==> src/rtl/uart_reg_ctrl.sv <==
// CPU-side register access controller: a three-state handshake (IDLE/STROBE/RESP)
// that strobes one register per access and counts peripheral writes lost to the CPU.
module uart_reg_ctrl #(
  parameter int DATA_WIDTH = 32,
  parameter int ADDR_WIDTH = 4,
  parameter int NUM_REGS   = 4
) (
  input  logic                           clk_i,
  input  logic                           rst_i,
  input  logic                           req_i,
  input  logic                           we_i,
  input  logic [ADDR_WIDTH-1:0]          addr_i,
  input  logic [DATA_WIDTH-1:0]          wdata_i,
  output logic                           ack_o,
  output logic                           err_o,
  output logic [DATA_WIDTH-1:0]          rdata_o,
  output logic                           busy_o,
  output logic [NUM_REGS-1:0]            reg_wr_en_o,
  output logic [NUM_REGS-1:0]            reg_rd_en_o,
  output logic [DATA_WIDTH-1:0]          reg_wdata_o,
  input  logic [NUM_REGS*DATA_WIDTH-1:0] reg_data_i,
  input  logic [NUM_REGS-1:0]            periph_wr_en_i,
  output logic [7:0]                     collision_cnt_o
);

  typedef enum logic [1:0] {
    IDLE   = 2'd0,
    STROBE = 2'd1,
    RESP   = 2'd2
  } state_t;

  state_t                  state_reg;
  state_t                  state_next;
  logic                    we_reg;
  logic [ADDR_WIDTH-1:0]   addr_reg;
  logic [DATA_WIDTH-1:0]   wdata_reg;
  logic [DATA_WIDTH-1:0]   rdata_reg;
  logic [DATA_WIDTH-1:0]   rdata_next;
  logic [7:0]              collision_cnt_reg;
  logic [NUM_REGS-1:0]     sel_onehot;
  logic                    addr_valid;
  logic                    collision_hit;
  logic [DATA_WIDTH-1:0]   reg_slice [NUM_REGS];

  // One select bit per served register; an out-of-range address selects none.
  generate
    for (genvar gi = 0; gi < NUM_REGS; gi++) begin : g_slot
      assign reg_slice[gi]  = reg_data_i[gi*DATA_WIDTH +: DATA_WIDTH];
      assign sel_onehot[gi] = (addr_reg == ADDR_WIDTH'(gi));
    end
  endgenerate

  assign addr_valid    = |sel_onehot;
  assign collision_hit = (state_reg == STROBE) && we_reg && |(sel_onehot & periph_wr_en_i);

  always_comb begin
    rdata_next = '0;
    for (int k = 0; k < NUM_REGS; k++) begin
      if (sel_onehot[k]) begin
        rdata_next = reg_slice[k];
      end
    end
  end

  always_ff @(posedge clk_i) begin
    if (rst_i) begin
      state_reg <= IDLE;
    end else begin
      state_reg <= state_next;
    end
  end

  always_comb begin
    state_next = state_reg;
    case (state_reg)
      IDLE:    if (req_i) state_next = STROBE;
      STROBE:  state_next = RESP;
      RESP:    state_next = IDLE;
      default: state_next = IDLE;
    endcase
  end

  // Request fields are captured only in IDLE; read data is taken in STROBE,
  // i.e. before any read-clear side effect of the enable becomes visible.
  always_ff @(posedge clk_i) begin
    if (rst_i) begin
      we_reg            <= 1'b0;
      addr_reg          <= '0;
      wdata_reg         <= '0;
      rdata_reg         <= '0;
      collision_cnt_reg <= '0;
    end else begin
      if (state_reg == IDLE && req_i) begin
        we_reg    <= we_i;
        addr_reg  <= addr_i;
        wdata_reg <= wdata_i;
      end
      if (state_reg == STROBE) begin
        rdata_reg <= we_reg ? '0 : rdata_next;
      end
      if (collision_hit && collision_cnt_reg != 8'hFF) begin
        collision_cnt_reg <= collision_cnt_reg + 8'd1;
      end
    end
  end

  always_comb begin
    ack_o       = 1'b0;
    err_o       = 1'b0;
    rdata_o     = '0;
    reg_wr_en_o = '0;
    reg_rd_en_o = '0;
    case (state_reg)
      STROBE: begin
        if (we_reg) reg_wr_en_o = sel_onehot;
        else        reg_rd_en_o = sel_onehot;
      end
      RESP: begin
        ack_o = 1'b1;
        err_o = ~addr_valid;
        if (!we_reg && addr_valid) rdata_o = rdata_reg;
      end
      default: ;
    endcase
  end

  assign busy_o          = (state_reg != IDLE);
  assign reg_wdata_o     = wdata_reg;
  assign collision_cnt_o = collision_cnt_reg;

endmodule

==> config.mk <==
export PLATFORM = sky130hd
export DESIGN_NAME = uart_reg_ctrl
export DESIGN_NICKNAME = d
export VERILOG_FILES = /design/src/rtl/uart_reg_ctrl.sv
export SDC_FILE = /design/constraint.sdc
export NUM_CORES = 1
export LEC_CHECK = 0
export ABC_AREA = 1
export CORE_MARGIN = 3
export CORE_UTILIZATION = 39
export DETAILED_ROUTE_END_ITERATION = 8
export GPL_ROUTABILITY_DRIVEN = 0
export PLACE_DENSITY = 0.88
export RECOVER_POWER = 25
export REMOVE_ABC_BUFFERS = 1
export SLEW_MARGIN = 15
export SYNTH_ARGS = -nofsm -noshare
export SYNTH_HDL_FRONTEND = slang
export SYNTH_SLANG_ARGS = --single-unit
==> constraint.sdc <==
create_clock -name clk_i -period 1.7 [get_ports clk_i]
set_input_delay 0.34 -clock clk_i [delete_from_list [all_inputs] [get_ports clk_i]]
set_output_delay 0.34 -clock clk_i [all_outputs]
set_load 0.01 [all_outputs]
Yosys cells after proc, flatten, opt, wreduce, memory -nomap -nowiden
Cells that the tools add are included.
- bits in registers: 79
- input port bits: 172
- output and inout bits: 83
- word-level logic and storage cells: 42
- add/subtract/negate cells: 1
- eq/ne operators: 7
- multiplexer cells: 15
- bitwise logic cells: 2
- reductions and logical operators: 11
- operators by type and width (operator ; number):
    32-bit two-way mux ; 7
    4-bit two-way mux ; 4
    8-bit by 1-bit adder with 8-bit output, second input constant ; 1
    4-bit by 2-bit == test with 1-bit output, second input constant ; 2
    8-bit inequality test, second input constant ; 1
    4-bit OR reduction ; 2
    1-bit logical AND ; 5
    4-bit AND ; 1
    4-bit by 1-bit == test with 1-bit output, second input constant ; 1
    4-bit logical NOT ; 1
    2-bit case mux with 2 select lines ; 1
    2-bit by 1-bit == test with 1-bit output, second input constant ; 1
    2-bit == test, second input constant ; 1
    2-bit logical NOT ; 1
    1-bit two-way mux ; 2
    2-bit two-way mux ; 1
    2-bit inequality test, second input constant ; 1
    2-bit nonzero test ; 1
    1-bit logical NOT ; 1
    1-bit inverter ; 1

Logic depth before layout (Yosys ltp)
Gate-level depths: netlist (run 1).
- word-level depth: 6
- depth in mapped cells: 10
- mapped depth without buffers: 10

Least setup slack after synthesis (run 1)
Ideal clock, no wire load.
- path kind: reg2out
- from: reg state_reg[1]
- to: out rdata_o[19]
- arrival: 1.370 ns
- data required time: 1.360 ns
- path slack: -0.010 ns
- stages on the path, launching flop included: 6
- buffers on the path: 1
- cells stage by stage: dfxtp_1 -> inv_1 -> nor2_2 -> clkinv_1 -> buf_2 -> nor3_1
- cells in the longest elaborated chain, start to end: 2
- ends and longest elaborated chain (what ; RTL line ; source):
    start, declared ; 32 ; state_t state_reg;
    start signal, assigned ; 69 ; state_reg <= state_next;
    2-bit == test ; 113 ; case (state_reg)
    32-bit two-way mux ; 113 ;
    end, declared ; 16 ; output logic [DATA_WIDTH-1:0] rdata_o,
No other way between the ends.

Worst setup path in the final report (run 1)
- from: reg addr_reg[2]
- to: out rdata_o[10]
- cells in the longest elaborated chain, start to end: 5
- elaborated cells on any way between the ends: 8
- classes of those cells: 3 x eq/ne; 2 x mux; 3 x reduce/logical
- ends and longest elaborated chain (what ; RTL line ; source):
    start, declared ; 35 ; logic [ADDR_WIDTH-1:0] addr_reg;
    start signal, assigned ; 95 ; addr_reg <= addr_i;
    4-bit by 1-bit == test with 1-bit output, or another cell as far along ; 49 ; assign sel_onehot[gi] = (addr_reg == ADDR_WIDTH'(gi));
    4-bit OR reduction (*) ; 53 ; assign addr_valid = |sel_onehot;
    1-bit logical AND (*) ; 121 ; if (!we_reg && addr_valid) rdata_o = rdata_reg;
    32-bit two-way mux (*) ; 121 ;
    32-bit two-way mux (*) ; 113 ;
Every way passes the cells marked *; elsewhere a longest branch is shown, timed or not.

==> impl_metrics.ini, run 1 <==
[run_status]
outcome = complete, but fails checks
violations = setup timing

[sta]
setup_slack_ps = -206.4
rsz0062_at_grt = true
fin_crit_sh_pct = 112.1
slew_viol_final = 0
worstMarginPinSlew_ps = 542.7
slew_headroom_pct = 63.82
hold_viol_final = 0
final.setup_skew_ps = 5.087
fmax_mhz = 524.6
final.min_clock_period_ps = 1906
setup_viol = 33

[global_route]
antenna_found_initial = 0
grt_max_degree = 41
grt_usage_pct = 26.33
grt_pass1_wl_um = 27120
grt_pass1_vias = 5451
overflow = 0

[die]
die_w_um = 113.4
start_util_pct = 40.61
placement_rows = 38
io-pin-count = 255
die_height_um = 113.4
dieArea_um2 = 12860
coreArea_um2 = 11080

[logic_synthesis]
ys_ff_latch = 79
syn_area_per_cell_um2 = 6.249
synthSimpleGateAreaFrac_pct = 38.07
yosys-mux-area-fraction_pct = 0
syn-cell-area_um2 = 4499
synth-xor-area-share_pct = 0.5840
yosysWarnings = 0
synth_flop_cell = dfxtp_1
synth_top_family_by_area = simple AND/OR/NAND/NOR gates
async_flop_share_pct = 0
synthAdderAreaFrac_pct = 0.2781
synth_edf_count = 0
synthCells = 720
ys_types = 32
synth-compound-area-share_pct = 14.63
ys_seq_area_share_pct = 35.15

[drt]
post_drt_wl_per_cell_um = 16.08
final_antenna_net_count = 0
drtIter0Drc = 425
drc = 0
drtPass1Iterations = 5
via_count = 5752
vias_per_cell = 5.037
drt-total-wl_um = 18360

[placement]
dp_hpwl_um = 12620
placed_area_um2 = 7305
place_inst = 1108
numPortBuffers = 254

[cts]
clk_pin_slew_worst_paths_ps = 60
hold_buffers = 0
htreeDepth = 3
cts_tree = yes
clock_latency_ps = 330
cts_buffers = 9
clock-root-buffer = clkbuf_16
cts.sinks = 79
ctsLongestPathBuffers = 2

[critical_path]
critical_path_class = reg -> out
critPathLaunchType = flip-flop
path_max_fanout = 10
critical_path_required_ps = 1360
crit_chain = nor2_4, nand2_4, buf_12, buf_6, nor3_2, buf_2
slowest_delay_ps = 330
worst_path_max_delay_cell = dfxtp_2
endpoint_kind = primary output
worstPathArrival_ps = 1570

[run]
cap_viol_max_count = 0

[hold_path]
hold_class = in -> reg

[power]
powerDensity_nw_per_um2 = 747.2
vdd_drop_max_uv = 614.4
total_power_w = 0.006020
leakage_nw = 3.335

[final_layout]
fillers = 877
layout-drive-gt1-share_pct = 19.36
finalNonFillerCells = 1142
num_antenna_cells = 0
syn2layout_area_growth_pct = 79.06
final_area_um2 = 8056
finalNetCount = 1170
[cell families (layout without fill, tap and decap cells)]
| group | count (synthesis) | after routing |
|---|---|---|
| simple gates | 406 | 406 |
| compound gates | 116 | 116 |
| buf+inv | 115 | 397 |
| flops | 79 | 79 |
| xor+xnor | 3 | 3 |
| fa+ha+maj | 1 | 1 |
[power by group]
group	internal [W]	total, W	switching [W]
Sequential	0.00197	0.00203	0.0000566
Clock	0.00149	0.00227	0.000789
Combinational	0.000888	0.00172	0.000831
[layout make-up]
cell class	instances	area [um^2]	area share [%]
Inverter	72	282.8	3.510
Clock buffer	10	239.0	2.966
Multi-Input combinational cell	526	2699	33.50
Tap cell	140	175.2	2.174
Sequential cell	79	1592	19.75
Timing Repair Buffer	309	2953	36.65
Clock inverter	6	116.4	1.444
[synthesized netlist by cell type, types with 12 or more instances]
cell type	count	share of area (%)
nand2_1	169	14
nor2_1	148	12
dfxtp_1	79	35
inv_1	66	5.5
nand3_1	50	5.6
o21ai_0	49	5.5
a21oi_1	31	3.4
nor3_1	25	2.8
clkbuf_1	16	1.3
o21ai_1	15	1.7
buf_2	14	1.6
a21oi_2	12	2.3
[timing repair]
item | 4_1_cts | 5_1_grt
pin swaps | 6 | 12
setup endpoints to repair | 47 | 72
gates cloned | 2 | 3
endpoints found under the hold margin | 0 | 0
setup buffers | 10 | 4
gates resized for setup | 227 | 44
[metrics by stage]
| step | util [%] | hold WS [ps] | worst slack, ps | setup TNS, ps |
|---|---|---|---|---|
| CTS | 70.69 | 388.7 | -183.2 | -2585 |
| detailed placement | 65.94 | 454.4 | -150.3 | -4194 |
| floorplan | - | 402.4 | -318.8 | -16500 |
| global route | 72.72 | 445.5 | -246.4 | -4663 |
| global placement | 65.94 | 452.6 | -117.3 | -2987 |
| finish | 72.72 | 401.0 | -206.4 | -2672 |
[path summary, 6_finish.rpt]
check                           cells past startpoint  slack (ps)          start            endpoint
worst min register to register                      2         470  rdata_reg[15]       rdata_reg[15]
worst min-delay path                                4         400          rst_i     reg_wdata_o[17]
worst max register to register                     12          90   state_reg[1]  collision_cnt_o[1]
worst max-delay path                                6        -210    addr_reg[2]         rdata_o[10]
[layout by cell type, fill, tap and decap left out, types with 3 or more instances in the layout]
cell type and instances:
nand2_4 3, inv_1 65, dfxtp_1 71, o21ai_0 49
a21oi_2 14, nor2_4 7, dlygate4sd2_1 3, nor2_2 7
clkinv_4 3, nor3_4 8, dfxtp_2 8, nand3_1 49
buf_8 3, buf_4 31, nand2_8 3, clkdlybuf4s50_1 207
o21ai_1 15, buf_6 11, buf_2 39, nor2_1 138
nor3_2 18, bufinv_16 3, a21oi_1 29, clkbuf_16 11
nand2_2 5, nand2_1 164, o211ai_1 7, inv_2 4
buf_12 6
[per-layer routing]
| layer | GRT usage, % | wire (um) | vias to the layer above |
|---|---|---|---|
| li1 | - | - | 2820 |
| met1 | 29.58 | 6660 | 2605 |
| met2 | 46.37 | 9046 | 289 |
| met3 | 9.496 | 2159 | 38 |
| met4 | 8.574 | 497 | 0 |
| met5 | 0 | 0 | - |
[worst max-delay path, delay by kind of cell, from the launching register on]
kind | cells | cell delay [ps]
simple gates | 3 | 440
buf+inv | 3 | 470
flops | 1 | 330
(Power assumes the default switching activity.)
==> run 2: changes to the inputs <==
- CTS_CLUSTER_DIAMETER: default -> 60
- PLACE_DENSITY: 0.88 -> 0.82
==> impl_metrics.ini, run 2 (synthesis results as in run 1) <==
[run_status]
outcome = complete, but fails checks
violations = setup timing

[global_route]
grt_pass1_wl_um = 26700
antenna_found_initial = 0
grt_pass1_vias = 5304
overflow = 0
grt_max_degree = 51
grt_usage_pct = 25.87

[sta]
setup_slack_ps = -77.09
hold_viol_final = 0
final.setup_skew_ps = 7.536
rsz0062_at_grt = true
fin_crit_sh_pct = 104.5
worstMarginPinSlew_ps = 543.8
slew_viol_final = 0
setup_viol = 25
final.min_clock_period_ps = 1777
slew_headroom_pct = 63.75
fmax_mhz = 562.7

[critical_path]
critical_path_class = reg -> out
critical_path_required_ps = 1360
path_max_fanout = 6
endpoint_kind = primary output
worstPathArrival_ps = 1440
r2r_setup_slack_ps = 90
critPathLaunchType = flip-flop

[final_layout]
layout_common_cells = 209 x clkdlybuf4s50_1, 165 x nand2_1, 138 x nor2_1
seq_area_um2 = 1593
multi_input_area_um2 = 2716
layout-drive-gt1-share_pct = 18.28
fillers = 923
finalNetCount = 1159
num_antenna_cells = 0
syn2layout_area_growth_pct = 75.39
final_common_cell = clkdlybuf4s50_1

[cts]
clock-root-buffer = clkbuf_16
cts_tree = yes
clock_latency_ps = 330
cts.sinks = 79
cts_buffers = 9
hold_buffers = 0
ctsLongestPathBuffers = 2
htreeDepth = 3
clk_pin_slew_worst_paths_ps = 60

[placement]
dp_hpwl_um = 12020
numPortBuffers = 254
place_ws_ps = -156.5

[drt]
vias_per_cell = 4.922
drtIter0Drc = 366
drt-total-wl_um = 17630
drc = 0
post_drt_wl_per_cell_um = 15.60
drtPass1Iterations = 5
via_count = 5562
final_antenna_net_count = 0

[power]
powerDensity_nw_per_um2 = 689.5
leakage_nw = 3.295
vdd_drop_max_uv = 667.9
total_power_w = 0.005441

[die]
start_util_pct = 40.61
placement_rows = 38
die_height_um = 113.4
io-pin-count = 255
dieArea_um2 = 12860
coreArea_um2 = 11080
die_w_um = 113.4

[hold_path]
hold_class = reg -> reg

[run]
cap_viol_max_count = 0
-- run 2: area by class of cell --
type	instances	share of cell area, %
repair buffers	298	36.23
multi-input cells	526	34.42
flip-flops and latches	79	20.18
inverters	72	3.504
clock buffers	9	2.854
well taps	140	2.220
clock inverters	6	0.5866
-- run 2: critical path: stages (launching register included) --
cell and delay [ps]:
dfxtp_2 330, inv_2 50, nor2_4 140, inv_4 80
clkbuf_16 180, nor3_4 170, buf_2 160
-- run 2: worst paths after layout --
kind	startpoint	to	depth (start not counted)
worst min register to register	rdata_reg[24]	rdata_reg[24]	2
worst max-delay path	state_reg[1]	rdata_o[22]	6
worst min-delay path	rdata_reg[24]	rdata_reg[24]	2
worst max register to register	addr_reg[2]	rdata_reg[19]	10
-- run 2: repair_timing --
item	4_1_cts	5_1_grt
buffers inserted	4	1
cloned	2	4
hold endpoints to repair	0	0
resized for setup	200	66
pin swaps	5	26
setup endpoints to repair	47	75
-- run 2: layer usage --
layer / up-vias / GRT usage (%) / part of all wire [%]
met5: - / 0 / 0
met4: 0 / 8.574 / 1.9
met3: 27 / 9.072 / 10
met2: 251 / 44.71 / 48
met1: 2484 / 29.89 / 40
li1: 2800 / - / -
-- run 2: metrics by stage --
| stage | instance area, um^2 | std cells | hold slack [ps] | TNS [ps] | utilization, % |
|---|---|---|---|---|---|
| finish | 7891 | 1130 | 472.8 | -930.8 | 71.23 |
| detailed placement | 7282 | 1105 | 457.0 | -3112 | 65.73 |
| CTS | 7587 | 1126 | 466.3 | -1486 | 68.49 |
| floorplan | 4264 | 677 | 402.4 | -16500 | - |
| global placement | 7282 | 1105 | 452.6 | -1752 | 65.73 |
| global route | 7891 | 1130 | 490.1 | -3312 | 71.23 |
-- run 2: power by group --
| group | total, W | internal [W] | switching [W] |
|---|---|---|---|
| combinational | 0.00164 | 0.000832 | 0.000805 |
| sequential | 0.00202 | 0.00197 | 0.0000558 |
| clock | 0.00178 | 0.000988 | 0.000792 |
